==> src/rtl/pf_ingress_pkg.sv <==
// Shared FSM state encoding and default widths for the packet ingress writer.
package pf_ingress_pkg;

    localparam int unsigned W_DATA     = 8;
    localparam int unsigned ADDR_WIDTH = 11;
    localparam int unsigned CNT_W      = 16;

    typedef enum logic [1:0] {
        ST_IDLE    = 2'd0,
        ST_RECV    = 2'd1,
        ST_DISCARD = 2'd2,
        ST_REWIND  = 2'd3
    } state_e;

endpackage

==> src/rtl/pkt_ingress_writer_if.sv <==
// Upstream beat stream: valid/ready handshake with sof/eof framing and filter verdict.
interface pkt_ingress_writer_if #(
    parameter int unsigned W_DATA = pf_ingress_pkg::W_DATA
);
    logic              s_valid;
    logic              s_ready;
    logic [W_DATA-1:0] s_data;
    logic              s_sof;
    logic              s_eof;
    logic              s_drop;

    modport master (
        output s_valid, s_data, s_sof, s_eof, s_drop,
        input  s_ready
    );

    modport slave (
        input  s_valid, s_data, s_sof, s_eof, s_drop,
        output s_ready
    );
endinterface

==> src/rtl/sat_counter.sv <==
// Event counter that increments on inc and holds at all-ones instead of wrapping.
module sat_counter
    import pf_ingress_pkg::*;
(
    input  logic             clk,
    input  logic             reset_n,
    input  logic             inc,
    output logic [CNT_W-1:0] count
);
    localparam logic [CNT_W-1:0] CNT_MAX = '1;

    always_ff @(posedge clk or negedge reset_n) begin
        if (!reset_n) begin
            count <= '0;
        end else if (inc && (count != CNT_MAX)) begin
            count <= count + CNT_W'(1);
        end
    end
endmodule

==> src/rtl/pkt_ingress_writer.sv <==
// Writes filtered packets into a sync FIFO, publishing the write pointer only on
// packet commit and rewinding the FIFO write pointer on drop or overflow.
module pkt_ingress_writer #(
    parameter int unsigned ADDR_WIDTH = pf_ingress_pkg::ADDR_WIDTH,
    parameter int unsigned W_DATA     = pf_ingress_pkg::W_DATA
) (
    input  logic                  clk,
    input  logic                  reset_n,
    pkt_ingress_writer_if.slave   s,
    output logic                  fifo_wen,
    output logic [W_DATA:0]       fifo_wdata,
    input  logic                  fifo_full,
    output logic                  fifo_wrst,
    output logic [ADDR_WIDTH:0]   fifo_rst_wptr,
    output logic [ADDR_WIDTH:0]   commit_wptr,
    output logic                  commit_pulse,
    output logic [15:0]           pkt_count,
    output logic [15:0]           drop_count
);
    import pf_ingress_pkg::*;

    localparam int unsigned PW = ADDR_WIDTH + 1;

    state_e        state;
    logic [PW-1:0] wr_ptr;
    logic [PW-1:0] start_ptr;
    logic          s_ready_q;

    logic accept_c;
    logic start_c;
    logic commit_c;
    logic drop_inc_c;

    // Ready is a pure function of state (held low only during the rewind cycle).
    assign s.s_ready = s_ready_q;
    assign accept_c  = s.s_valid && s_ready_q;
    assign start_c   = accept_c && (state == ST_IDLE) && s.s_sof;

    assign fifo_wen = accept_c && !fifo_full && !(s.s_eof && s.s_drop) &&
                      ((state == ST_RECV) || ((state == ST_IDLE) && s.s_sof));
    assign fifo_wdata    = {s.s_eof, s.s_data};
    assign fifo_rst_wptr = start_ptr;

    assign commit_c   = fifo_wen && s.s_eof;
    // Single-beat packets rejected in IDLE never reach REWIND, so count them here.
    assign drop_inc_c = (state == ST_REWIND) ||
                        (start_c && s.s_eof && (fifo_full || s.s_drop));

    always_ff @(posedge clk or negedge reset_n) begin
        if (!reset_n) begin
            state        <= ST_IDLE;
            wr_ptr       <= '0;
            start_ptr    <= '0;
            commit_wptr  <= '0;
            commit_pulse <= 1'b0;
            fifo_wrst    <= 1'b0;
            s_ready_q    <= 1'b1;
        end else begin
            commit_pulse <= commit_c;
            fifo_wrst    <= 1'b0;
            s_ready_q    <= 1'b1;

            if (commit_c) commit_wptr <= PW'(wr_ptr + PW'(1));
            if (start_c)  start_ptr   <= wr_ptr;

            if (state == ST_REWIND) wr_ptr <= start_ptr;
            else if (fifo_wen)      wr_ptr <= PW'(wr_ptr + PW'(1));

            case (state)
                ST_IDLE: begin
                    if (start_c && !s.s_eof) state <= fifo_full ? ST_DISCARD : ST_RECV;
                end
                ST_RECV: begin
                    if (accept_c && s.s_eof) begin
                        if (commit_c) begin
                            state <= ST_IDLE;
                        end else begin
                            state     <= ST_REWIND;
                            fifo_wrst <= 1'b1;
                            s_ready_q <= 1'b0;
                        end
                    end else if (accept_c && fifo_full) begin
                        state <= ST_DISCARD;
                    end
                end
                ST_DISCARD: begin
                    if (accept_c && s.s_eof) begin
                        state     <= ST_REWIND;
                        fifo_wrst <= 1'b1;
                        s_ready_q <= 1'b0;
                    end
                end
                ST_REWIND: state <= ST_IDLE;
                default:   state <= ST_IDLE;
            endcase
        end
    end

    sat_counter u_pkt_cnt (
        .clk     (clk),
        .reset_n (reset_n),
        .inc     (commit_c),
        .count   (pkt_count)
    );

    sat_counter u_drop_cnt (
        .clk     (clk),
        .reset_n (reset_n),
        .inc     (drop_inc_c),
        .count   (drop_count)
    );
endmodule

==> src/flat_wrapper.sv <==
// flat-port wrapper written by rule: the top's interface ports become plain ports
module pkt_ingress_writer_flat import pf_ingress_pkg::*;
#(
    parameter int unsigned ADDR_WIDTH = pf_ingress_pkg::ADDR_WIDTH,
    parameter int unsigned W_DATA     = pf_ingress_pkg::W_DATA
)
  (clk, reset_n, fifo_wen, fifo_wdata, fifo_full, fifo_wrst, fifo_rst_wptr, commit_wptr, commit_pulse, pkt_count, drop_count, s_s_valid, s_s_data, s_s_sof, s_s_eof, s_s_drop, s_s_ready);
  pkt_ingress_writer_if #(.W_DATA(W_DATA)) s_i ();
  input  logic clk;
  input  logic reset_n;
  output logic fifo_wen;
  output logic [W_DATA:0] fifo_wdata;
  input  logic fifo_full;
  output logic fifo_wrst;
  output logic [ADDR_WIDTH:0] fifo_rst_wptr;
  output logic [ADDR_WIDTH:0] commit_wptr;
  output logic commit_pulse;
  output logic [15:0] pkt_count;
  output logic [15:0] drop_count;
  input wire logic [$bits(s_i.s_valid)-1:0] s_s_valid;
  input wire logic [$bits(s_i.s_data)-1:0] s_s_data;
  input wire logic [$bits(s_i.s_sof)-1:0] s_s_sof;
  input wire logic [$bits(s_i.s_eof)-1:0] s_s_eof;
  input wire logic [$bits(s_i.s_drop)-1:0] s_s_drop;
  output wire logic [$bits(s_i.s_ready)-1:0] s_s_ready;
  assign s_i.s_valid = s_s_valid;
  assign s_i.s_data = s_s_data;
  assign s_i.s_sof = s_s_sof;
  assign s_i.s_eof = s_s_eof;
  assign s_i.s_drop = s_s_drop;
  assign s_s_ready = s_i.s_ready;
  pkt_ingress_writer #(.ADDR_WIDTH(ADDR_WIDTH), .W_DATA(W_DATA)) u_core (.clk(clk), .reset_n(reset_n), .s(s_i), .fifo_wen(fifo_wen), .fifo_wdata(fifo_wdata), .fifo_full(fifo_full), .fifo_wrst(fifo_wrst), .fifo_rst_wptr(fifo_rst_wptr), .commit_wptr(commit_wptr), .commit_pulse(commit_pulse), .pkt_count(pkt_count), .drop_count(drop_count));
endmodule
==> config.mk <==
export PLATFORM = sky130hd
export DESIGN_NAME = pkt_ingress_writer_flat
export DESIGN_NICKNAME = d
export VERILOG_FILES = /design/src/rtl/pf_ingress_pkg.sv /design/src/rtl/pkt_ingress_writer_if.sv /design/src/rtl/sat_counter.sv /design/src/rtl/pkt_ingress_writer.sv /design/src/flat_wrapper.sv
export SDC_FILE = /design/constraint.sdc
export NUM_CORES = 1
export LEC_CHECK = 0
export BUFFER_PORTS_ARGS = -buffer_cell sky130_fd_sc_hd__buf_2
export CORE_MARGIN = 3
export CORE_UTILIZATION = 30
export CTS_CLUSTER_SIZE = 30
export DETAILED_ROUTE_END_ITERATION = 8
export GPL_TIMING_DRIVEN = 0
export SETUP_SLACK_MARGIN = 0.3
export SYNTH_ARGS = -nofsm -noshare
export SYNTH_HDL_FRONTEND = slang
export SYNTH_SLANG_ARGS = --single-unit
==> constraint.sdc <==
create_clock -name clk -period 5 [get_ports clk]
set_input_delay 0.75 -clock clk [delete_from_list [all_inputs] [get_ports clk]]
set_output_delay 0.75 -clock clk [all_outputs]
set_load 0.005 [all_outputs]
; ---- Word level (Yosys, flattened, before mapping)
; Index checks and enable logic that the tools add are counted.
[classes]
addsub = 3
eq_ne = 8
mux = 17
reduce_logical = 25
[op_table]
columns = operator, count
row1 = 16-bit by 1-bit adder with 16-bit output (second input constant), 2
row2 = 16-bit inequality test (second input constant), 2
row3 = 12-bit two-way mux, 2
row4 = 1-bit logical AND, 16
row5 = 12-bit by 1-bit adder with 12-bit output (second input constant), 1
row6 = 2-bit two-way mux, 6
row7 = 2-bit case mux with 4 select lines, 1
row8 = 1-bit two-way mux, 6
row9 = 2-bit == test (second input constant), 2
row10 = 1-bit case mux with 2 select lines, 2
row11 = 1-bit logical NOT, 3
row12 = 1-bit logical OR, 3
row13 = 3-bit inequality test (second input constant), 1
row14 = 3-bit AND reduction, 1
row15 = 2-bit by 1-bit == test with 1-bit output (second input constant), 1
row16 = 2-bit logical NOT, 1
row17 = 2-bit by 1-bit inequality test with 1-bit output (second input constant), 1
row18 = 2-bit inequality test (second input constant), 1
row19 = 2-bit nonzero test, 1
[totals]
reg_bits = 73
in_bits = 15
output_inout_bits = 69

; ---- Logic depth before layout (Yosys ltp)
; Gate-level depths: netlist of run 1.
[logic_depth]
ltp_word = 8
depth_mapped = 8

; ---- By module
; Synthesis of run 1 repeated with hierarchy kept, for this count alone.
[hier_totals]
hier_cells = 354
hier_area_um2 = 3852.4
[by_module_without_submodules]
columns = mod, instances, cells_each, area_each_um2, seq_area_each_um2
row1 = pkt_ingress_writer, 1, 210, 2133.3, 1027.2
row2 = sat_counter, 2, 72, 859.6, 400.4

; ---- Worst setup path before layout of run 1
; OpenSTA, ideal clock, no wires.
[synth_path]
path_type = input to output
startpoint = in fifo_full
endpoint = out fifo_wen
arrival_ns = 1.336
required_time_ns = 4.250
path_slack_ns = 2.914
cell_stages = 3
n_path_buf = 0
path_cell_list = and3b_1 -> nand3_1 -> inv_2
[synth_between]
elab_chain_len = 4
[synth_rtl]
columns = item, line_no
row1 = from (decl), flat_wrapper.sv:13  ; input logic fifo_full;
row2 = 1-bit logical NOT, pkt_ingress_writer.sv:39  ; assign fifo_wen = accept_c && !fifo_full && !(s.s_eof && s.s_drop) &&
row3 = 1-bit logical AND (3 in series), pkt_ingress_writer.sv:39
row4 = to (decl), flat_wrapper.sv:11  ; output logic fifo_wen;
; Every way passes these cells.

; ---- Final worst setup path of run 1
[layout_path]
startpoint = reg u_core.state[1]
endpoint = out fifo_wen
[layout_between]
elab_chain_len = 4
elab_cells_between_ends = 5
[layout_rtl]
columns = item, line_no
row1 = from (decl), pkt_ingress_writer.sv:24  ; state_e state;
row2 = from (signal assigned), pkt_ingress_writer.sv:71  ; if (start_c && !s.s_eof) state <= fifo_full ? ST_DISCARD : ST_RECV;
row3 = 2-bit logical NOT, pkt_ingress_writer.sv:40  ; ((state == ST_RECV) || ((state == ST_IDLE) && s.s_sof));
row4 = 1-bit logical AND, pkt_ingress_writer.sv:40
row5 = 1-bit logical OR *, pkt_ingress_writer.sv:40
row6 = 1-bit logical AND *, pkt_ingress_writer.sv:39
; Mark *: on every way between the ends. The rest lies on a longest branch, timed or not.

==> impl_metrics.env, run 1 <==
export IMPL_clk_pin_slew_ns=0.06
export IMPL_vias=2852
export IMPL_worst_pin_slew_ns=0.533
export IMPL_gp_congestion=0.808
export IMPL_htree_levels=3
export IMPL_start_util=0.312
export IMPL_coreArea_sq_um=11600
export IMPL_critPathArrivalTime_ns=1.86
export IMPL_cts_buffers_inserted=9
export IMPL_ys_warn_count=0
export IMPL_cts_resized=0
export IMPL_routed_wl_um=8250
export IMPL_hpwl_um=6180
export IMPL_p_leak_nw=2.24
export IMPL_period_share=0.522
export IMPL_antenna_found_initial=0
export IMPL_hold_buffers=0
export IMPL_grt_max_degree=56
export IMPL_postCtsSetupRepairBufs=0
export IMPL_die_height_um=116
export IMPL_critical_path_required_ns=4.25
export IMPL_path_max_fanout=10
export IMPL_diodes=0
export IMPL_grt_overflow_total=0
export IMPL_instances_no_fill=607
export IMPL_finalHoldViolations=0
export IMPL_fin_crit_ns=2.61
export IMPL_wire_per_inst_um=13.6
export IMPL_syn_avg_cell_area_sq_um=9.67
export IMPL_cts_path_max_buffers=2
export IMPL_syn2layout_area_growth_pct=23.7
export IMPL_final_core_util=0.386
export IMPL_syn_inst=373
export IMPL_cts_tree="done"
export IMPL_critPathLaunchType="flop"
export IMPL_hp_class="in -> async"
export IMPL_drcViolationCount=0
export IMPL_grt_setup_unrepaired="no"
export IMPL_critPathBufInv=3
export IMPL_grt_pass1_vias=2831
export IMPL_syn_area_sq_um=3610
export IMPL_placed_cells=591
export IMPL_synth_nets=396
export IMPL_io_pins=84
export IMPL_port_buffer_count=74
export IMPL_setup_viol_count_final=0
export IMPL_critical_path_slowest_cell="dfrtp_1"
export IMPL_grt_pass1_wl_um=14000
export IMPL_die_area_sq_um=13400
export IMPL_slew_headroom=0.642
export IMPL_worstReg2RegEnd="u_core.u_drop_cnt.count[9]"
export IMPL_grt_use_total=0.133
export IMPL_power_density_nw_per_um2=501
export IMPL_ys_seq_area_frac=0.507
export IMPL_maxCapViolCount=0
export IMPL_status="finished clean"
export IMPL_irDropWorstVdd_v=0.000153
export IMPL_critPathMaxStageDelay_ns=0.39
export IMPL_reg2reg_slack_ns=3.03
export IMPL_crit_path_end_kind="output port"
export IMPL_first_pass_iters=4
export IMPL_clockRootBuffer="clkbuf_16"
export IMPL_reg2reg_from="u_core.state[0]"
export IMPL_drive_above_1_share=0.252
export IMPL_reg2reg_depth=8
export IMPL_clock_sinks=73
export IMPL_ys_types=40
export IMPL_nets=482
export IMPL_skew_ns=0.00495
export IMPL_vias_per_cell=4.70
export IMPL_drtIter0Drc=189
export IMPL_fin_tns_setup_ns=0
export IMPL_insertion_delay_ns=0.33
export IMPL_ys_ff_latch=73
export IMPL_crit_family="buffers and inverters"
export IMPL_rows=39
export IMPL_path_cells="inv_1 > ha_1 > a21o_1 > nand3_1 > inv_2 > buf_2"
export IMPL_final_max_slew_viol_count=0
export IMPL_worstSetupPathType="reg -> out"
export IMPL_drtAntennaViolNets=0
export IMPL_max_freq_mhz=383
export IMPL_die_w_um=116
[stage by stage]
stage	power, W	setup WS, ns	hold slack [ns]	instance area [sq um]
5_1_grt	0.00242	2.26	0.296	4460
4_1_cts	0.00227	2.38	0.295	4460
3_3_place_gp	0.00163	2.47	0.461	4160
6_report	0.00224	2.39	0.294	4460
3_5_place_dp	0.00166	2.45	0.466	4190
2_1_floorplan	0.00136	2.91	0.454	3610
[placed cells by master, fill, tap and decap left out, types with 11 or more instances in the layout]
master   netlist  layout
o21ai_0       27      27
nand2_1       79      79
nand3_1       21      21
buf_2          2      75
xnor2_1       16      16
nand4_1       12      12
xor2_1        32      32
dfrtp_1       72      72
nor2_1        22      22
nor3_1        11      11
[layer usage]
layer | vias to the layer above | share of wire | GRT usage
met3 | 12 | 0.056 | 0.0324
met4 | 0 | 0.020 | 0.0626
met1 | 1355 | 0.44 | 0.173
met5 | - | 0 | 0
li1 | 1420 | - | -
met2 | 65 | 0.48 | 0.211
[Yosys cell counts (all sizes together)]
library cell	instances	share of area
mux2i	2	0.0055
clkbuf	9	0.010
o22ai	1	0.0017
o21a	1	0.0021
and2	1	0.0017
and3	7	0.012
buf	12	0.025
and4	1	0.0031
nand3	21	0.029
a211oi	1	0.0021
o21ai	27	0.037
nand4	13	0.027
nand2b	1	0.0017
xnor2	16	0.039
a21oi	7	0.011
a21o	2	0.0042
a31oi	1	0.0017
nor2	22	0.023
mux2	5	0.017
nor4	4	0.011
o31ai	1	0.0059
and3b	1	0.0024
nand2	79	0.082
or2	3	0.0052
nor3	11	0.015
dfstp	1	0.0073
xor2	32	0.078
ha	8	0.028
o32ai	1	0.0024
dfrtp	72	0.50
inv	10	0.010
[worst max-delay path by stage]
stage	startpoint	end	cells after the start
CTS	u_core.state[0]	fifo_wen	6
global placement	fifo_full	fifo_wen	5
global route	u_core.state[1]	fifo_wen	6
floorplan	fifo_full	fifo_wen	3
detailed placement	fifo_full	fifo_wen	5
finish	u_core.state[1]	fifo_wen	6
[kinds of logic (layout without fill, tap and decap cells)]
group | Yosys count | after routing | synth area share
AOI/OAI and AO/OA | 42 | 42 | 0.0683
DFF | 73 | 73 | 0.507
and+or+nand+nor | 164 | 164 | 0.214
muxes | 7 | 7 | 0.0222
buffers and inverters | 31 | 122 | 0.0451
adders and majority gates | 8 | 8 | 0.0277
xor gates and xnor gates | 48 | 48 | 0.117
[sequential cells by signal (all words and copies together), names as in the netlist]
name / flops
u_core.commit_pulse: 1
u_core.commit_wptr: 12
u_core.fifo_rst_wptr: 12
u_core.fifo_wrst: 1
u_core.s.s_ready: 1
u_core.state: 2
u_core.u_drop_cnt.count: 16
u_core.u_pkt_cnt.count: 16
u_core.wr_ptr: 12
[final cells by class]
class                   count  area, sq um
repair buffers             75          400
fillers                  1185         7100
clock buffers              14          264
flip-flops and latches     73         1830
inverters                  10         37.5
plain buffers              21          125
multi-input cells         269         1620
well taps                 143          179
clock inverters             2         12.5
[power breakdown]
part	total, W	leakage (nW)	switching (W)	internal [W]
combinational	0.000699	1.16	0.000383	0.000317
sequential	0.000936	0.943	0.000161	0.000775
clock	0.000600	0.133	0.000238	0.000363
Power figures use the tool's default switching activity.
==> run 2, diff against run 1 <==
ABC_AREA = 1   (was unset)
clock period = 2.3 ns   (was 5 ns; I/O delays follow)
==> run 2 against run 1 <==
  * Area after synthesis is 17% higher
  * Sequential share of layout area is 5.7 points lower
  * Die area is 16% higher
  * Total power is 98% higher
  * Clock power is 140% higher
  * Register-to-register slack worse by 2.5 ns
  * Critical path depth is 1 higher
  * Synthesized cell count is 51% higher
  * Hold slack better by 0.079 ns
  * Setup slack worse by 2.0 ns
  * Sequential power is 85% higher
  * Final area is 16% higher
  * Highest routed layer unchanged
==> impl_metrics.env, run 2 <==
export IMPL_grt_overflow_total=0
export IMPL_htree_levels=3
export IMPL_routed_wl_um=10600
export IMPL_power_density_nw_per_um2=855
export IMPL_status="finished clean"
export IMPL_p_leak_nw=2.69
export IMPL_skew_ns=0.00885
export IMPL_insertion_delay_ns=0.35
export IMPL_synth_area_top_cells="dfrtp_1, nand2_1, nand3_1, inv_1, nor2_1"
export IMPL_path_max_fanout=5
export IMPL_clock_sinks=73
export IMPL_grt_pass1_vias=3816
export IMPL_reg2reg_depth=9
export IMPL_hpwl_um=7890
export IMPL_wl_met1_um=4770
export IMPL_largestRegisters="u_core.u_drop_cnt.count: 16 flops, u_core.u_pkt_cnt.count: 16 flops"
export IMPL_max_freq_mhz=535
export IMPL_hold_path_depth=4
export IMPL_die_area_sq_um=15600
export IMPL_hold_path_endpoint="u_core.state[0]"
export IMPL_fin_tns_setup_ns=0
export IMPL_syn_inst=564
export IMPL_start_util=0.314
export IMPL_syn2layout_area_growth_pct=22.6
export IMPL_synth_nets=587
export IMPL_grt_setup_unrepaired="no"
export IMPL_p_switching_w=0.00161
export IMPL_drcViolationCount=0
export IMPL_irDropWorstVdd_v=0.000305
export IMPL_reg2reg_slack_ns=0.56
export IMPL_grt_pass1_wl_um=18400
export IMPL_ys_warn_count=0
export IMPL_synth_edf_count=0
export IMPL_vias=3870
export IMPL_diodes=0
export IMPL_die_w_um=125
export IMPL_port_buffer_count=75
export IMPL_gp_congestion=0.868
export IMPL_slew_headroom=0.681
export IMPL_clockRootBuffer="clkbuf_16"
export IMPL_placed_cells=816
export IMPL_swShare=0.364
export IMPL_hp_class="in -> reg"
export IMPL_period_share=0.813
export IMPL_internal_power_w=0.00282
export IMPL_critPathLaunchType="flop"
export IMPL_setup_viol_count_final=0
export IMPL_ys_ff_latch=73
export IMPL_mostFrequentLayoutCell="nand2_1"
export IMPL_first_pass_iters=4
export IMPL_dr_wl_met3_um=467
export IMPL_vias_per_cell=4.65
export IMPL_drtAntennaViolNets=0
export IMPL_async_reset_ff_frac=1.00
export IMPL_combPwrFrac=0.285
export IMPL_drive_above_1_share=0.242
export IMPL_reg2reg_from="u_core.u_drop_cnt.count[0]"
export IMPL_worstReg2RegEnd="u_core.u_drop_cnt.count[10]"
export IMPL_yosys_area_top_type="dfrtp_1"
export IMPL_fin_hold_ws_ns=0.373
export IMPL_cts_buffers_inserted=9
export IMPL_grt_max_degree=54
export IMPL_synth_commonest_cells="nand2_1, dfrtp_1, inv_1, nand3_1, nor2_1"
export IMPL_hold_start="fifo_full"
export IMPL_synth_top_area_frac=0.425
export IMPL_final_core_util=0.384
export IMPL_final_max_slew_viol_count=0
export IMPL_io_pins=84
export IMPL_ys_seq_area_frac=0.432
export IMPL_yosysMostFrequentCell="nand2_1"
export IMPL_maxCapViolCount=0
export IMPL_cts_path_max_buffers=2
export IMPL_final_cell_mix="nand2_1, buf_2, dfrtp_1, inv_1, nand3_1"
export IMPL_syn_area_sq_um=4240
export IMPL_antenna_found_initial=0
export IMPL_finalHoldViolations=0
export IMPL_crit_path_end_kind="output port"
export IMPL_route_met2_wl_um=5220
export IMPL_clk_pin_slew_ns=0.06
export IMPL_instances_no_fill=833
export IMPL_syn_avg_cell_area_sq_um=7.51
export IMPL_clockPowerShare=0.326
export IMPL_synthFlopType="dfrtp_1"
export IMPL_critical_path_required_ns=1.96
export IMPL_wire_per_inst_um=12.7
export IMPL_cts_tree="done"
export IMPL_top_layer="met4"
export IMPL_grt_use_total=0.142
export IMPL_coreArea_sq_um=13500
export IMPL_nets=675
export IMPL_drtIter0Drc=242
export IMPL_rows=42
export IMPL_p_seq_frac=0.389
export IMPL_ys_types=30
export IMPL_die_height_um=125
export IMPL_postCtsSetupRepairBufs=0
export IMPL_critPathArrivalTime_ns=1.52
export IMPL_worstSetupPathType="reg -> out"
export IMPL_fin_crit_ns=1.87
export IMPL_worst_pin_slew_ns=0.479
## run 2: cell types whose count changed in the layout (fill, tap and decap cells not counted), sizes merged, moves of 4 or more
cell	change
xor2	-19
nor2	+25
nand2	+183
mux2	-5
and3	-7
nor4	-4
nor3	-9
clkbuf	-11
xnor2	-10
a21oi	-6
nand3	+17
inv	+39
buf	+5
## run 2: critical path: stages (launching register included)
cell and delay (ns):
dfrtp_1 0.42, inv_2 0.09, ha_2 0.18, nand2_2 0.08
nand2_2 0.12, nand3_4 0.12, inv_1 0.07, buf_2 0.10
## run 2: worst max path at each step
stage,start,to,slack (ns),cells past startpoint
after detailed placement,u_core.state[0],u_core.wr_ptr[7],0.41,9
after global placement,reset_n,u_core.u_pkt_cnt.count[15],0.33,1
after CTS,u_core.state[0],fifo_wen,0.31,7
final,u_core.state[0],fifo_wen,0.43,7
after global routing,u_core.state[0],fifo_wen,0.32,7
after floorplan,u_core.state[0],u_core.u_pkt_cnt.count[10],0.75,9
## run 2: logic make-up (layout without fill, tap and decap cells)
kind of cell,Yosys count,after routing,share of synthesized area
AND/OR/NAND/NOR,364,364,0.378
XOR/XNOR,19,19,0.0393
adder cells (fa/ha/maj),8,8,0.0236
flip-flops,73,73,0.432
AO/OA/AOI/OAI,34,34,0.0502
buffers and inverters,66,159,0.0777
## run 2: per-stage QoR
| stage | total power [W] | instance area [sq um] | setup slack, ns |
|---|---|---|---|
| finish | 0.00444 | 5190 | 0.430 |
| global route | 0.00476 | 5190 | 0.321 |
| CTS | 0.00448 | 5180 | 0.312 |
| detailed placement | 0.00300 | 4860 | 0.412 |
| global placement | 0.00295 | 4830 | 0.331 |
| floorplan | 0.00253 | 4240 | 0.750 |
## run 2: per-layer routing
metal  track usage  vias up
met1         0.179     1831
met5             0        -
li1              -     1942
met4        0.0453        0
met3        0.0412       16
met2         0.235       81
## run 2: timing repair
item / CTS / global route
endpoints found under the hold margin: 19 / 0
pin swaps: 0 / 1
hold buffers: 1 / 0
resized for setup: 1 / 6
setup endpoints to repair: 1 / 15
## run 2: power groups by stage
| stage | logic, W | registers, W | clock network (W) |
|---|---|---|---|
| global placement | 0.00121 | 0.00174 | 0 |
| floorplan | 0.000825 | 0.00170 | 0 |
| detailed placement | 0.00125 | 0.00174 | 0 |
| CTS | 0.00126 | 0.00172 | 0.00150 |
| global route | 0.00145 | 0.00176 | 0.00155 |
| finish | 0.00126 | 0.00173 | 0.00145 |
## run 2: cell type report
class	instances	area (sq um)
multi-input cells	425	2100
repair buffers	77	415
well taps	176	220
fillers	1428	8310
clock inverters	7	77.6
clock buffers	9	225
plain buffers	19	153
flip-flops and latches	73	1830
inverters	47	176
==> run 3, diff against run 2 <==
clock period = 1.8 ns   (was 2.3 ns; I/O delays follow)
==> run 3 against run 2 <==
  * Hold slack got worse by 0.073 ns
  * Setup slack got worse by 0.32 ns
  * Total power increased by 44%
  * First-iteration DRC count decreased by 9.1%
  * Combinational power increased by 97%
  * Register-to-register slack got worse by 0.39 ns
  * Global-route usage increased by 1.0 points
  * Clock power increased by 17%
  * Sequential share of layout area decreased by 5.1 points
  * Sequential cell count unchanged
  * Critical endpoint unchanged
  * Largest cell class unchanged
==> impl_metrics.env, run 3 (synthesized netlist as in run 2, its figures left out) <==
export IMPL_grt_use_total=0.152
export IMPL_io_pins=84
export IMPL_vias_per_cell=4.70
export IMPL_grt_setup_unrepaired="yes"
export IMPL_clk_pin_slew_ns=0.06
export IMPL_grt_pass1_wl_um=19400
export IMPL_maxCapViolCount=0
export IMPL_antenna_found_initial=0
export IMPL_crit_path_end_kind="output port"
export IMPL_routed_wl_um=11900
export IMPL_slew_headroom=0.776
export IMPL_largestRegisters="u_core.u_drop_cnt.count: 16 flops, u_core.u_pkt_cnt.count: 16 flops"
export IMPL_grt_pass1_vias=3857
export IMPL_first_pass_iters=6
export IMPL_critPathArrivalTime_ns=1.42
export IMPL_status="finished clean"
export IMPL_p_leak_nw=3.07
export IMPL_fin_tns_setup_ns=0
export IMPL_fin_crit_ns=1.69
export IMPL_mostFrequentLayoutCell="nand2_1"
export IMPL_critical_path_slowest_cell="dfstp_2"
export IMPL_cts_tree="done"
export IMPL_worst_pin_slew_ns=0.336
export IMPL_die_area_sq_um=15600
export IMPL_vias=4114
export IMPL_worstSetupPathType="reg -> out"
export IMPL_drive_above_1_share=0.416
export IMPL_hp_class="in -> reg"
export IMPL_die_height_um=125
export IMPL_grt_overflow_total=0
export IMPL_hpwl_um=7740
export IMPL_path_cells="nand2_4 > nor2_4 > nand3_4 > inv_2 > buf_2"
export IMPL_insertion_delay_ns=0.34
export IMPL_diodes=0
export IMPL_rows=42
export IMPL_fill_cells=1282
export IMPL_path_max_fanout=5
export IMPL_skew_ns=0.00647
export IMPL_finalHoldViolations=0
export IMPL_syn2layout_area_growth_pct=44.4
export IMPL_dpl_cell_area_sq_um=4880
export IMPL_period_share=0.937
export IMPL_start_util=0.314
export IMPL_critPathMaxStageDelay_ns=0.55
export IMPL_clock_sinks=73
export IMPL_fin_ws_ns=0.114
export IMPL_gp_congestion=0.865
export IMPL_wire_per_inst_um=13.6
export IMPL_grt_max_degree=55
export IMPL_nets=717
export IMPL_clockRootBuffer="clkbuf_16"
export IMPL_power_density_nw_per_um2=1050
export IMPL_htree_levels=3
export IMPL_cts_buffers_inserted=9
export IMPL_drtIter0Drc=220
export IMPL_fin_area_sq_um=6110
export IMPL_final_cell_mix="nand2_1, buf_2, nand2_2, dfrtp_1, inv_1"
export IMPL_irDropWorstVdd_v=0.000715
export IMPL_fin_hold_ws_ns=0.300
export IMPL_critical_path_required_ns=1.53
export IMPL_critPathLaunchType="flop"
export IMPL_cts_path_max_buffers=2
export IMPL_max_freq_mhz=593
export IMPL_drcViolationCount=0
export IMPL_setup_viol_count_final=0
export IMPL_die_w_um=125
export IMPL_coreArea_sq_um=13500
export IMPL_port_buffer_count=75
export IMPL_pre_cts_slack_ns=-0.0875
export IMPL_final_max_slew_viol_count=0
export IMPL_drtAntennaViolNets=0
[run 3: per-stage QoR]
stage / total power (W) / utilization / instances
finish: 0.00639 / 0.453 / 875
global route: 0.00680 / 0.453 / 875
detailed placement: 0.00384 / 0.361 / 816
global placement: 0.00379 / 0.359 / 815
floorplan: 0.00326 / - / 564
CTS: 0.00613 / 0.428 / 862
[run 3: power by group]
group | switching [W] | internal (W) | leakage (nW) | total, W
clock network | 0.000759 | 0.000944 | 0.136 | 0.00170
logic | 0.00136 | 0.00112 | 1.96 | 0.00248
registers | 0.000305 | 0.00191 | 0.967 | 0.00221
total | 0.00242 | 0.00397 | 3.07 | 0.00639
[run 3: layout make-up]
class                           instances  area [sq um]  share of cell area
Clock buffer                            9           225              0.0368
Multi-Input combinational cell        426          2450               0.401
Timing Repair Buffer                  118           920               0.150
Tap cell                              176           220              0.0360
Buffer                                 19           199              0.0325
Clock inverter                          7          56.3             0.00921
Sequential cell                        73          1840               0.301
Inverter                               47           201              0.0329
[run 3: routing by layer]
metal	routed length (um)	share of wire	up-vias	GRT usage
met5	0	0	-	0
met4	238	0.020	0	0.0580
met3	679	0.057	20	0.0343
met2	5700	0.48	129	0.242
met1	5240	0.44	1930	0.202
li1	-	-	2035	-
[run 3: worst paths after layout]
kind                                             from                     to  cells past startpoint  slack, ns
worst max register to register       u_core.s.s_ready      u_core.wr_ptr[10]                      8       0.17
worst min register to register  u_core.commit_wptr[3]  u_core.commit_wptr[3]                      2       0.48
worst max-delay path                 u_core.s.s_ready               fifo_wen                      5       0.11
max in group asynchronous                     reset_n       u_core.s.s_ready                      3       0.82
min in group asynchronous                     reset_n  u_core.commit_wptr[5]                      2       0.35
worst min-delay path                        fifo_full        u_core.state[0]                      4       0.30
[run 3: what timing repair did]
item	in CTS	in global routing
setup endpoints to repair	72	72
setup buffers	24	8
hold buffers	1	0
resized for setup	90	89
pin swaps	37	24
cloned	5	5
endpoints found under the hold margin	19	0
[run 3: worst max-delay path: cells and delay by family, from the launching register on]
kind | cells | cell delay [ns]
flops | 1 | 0.55
simple gates | 3 | 0.37
buf+inv | 2 | 0.15
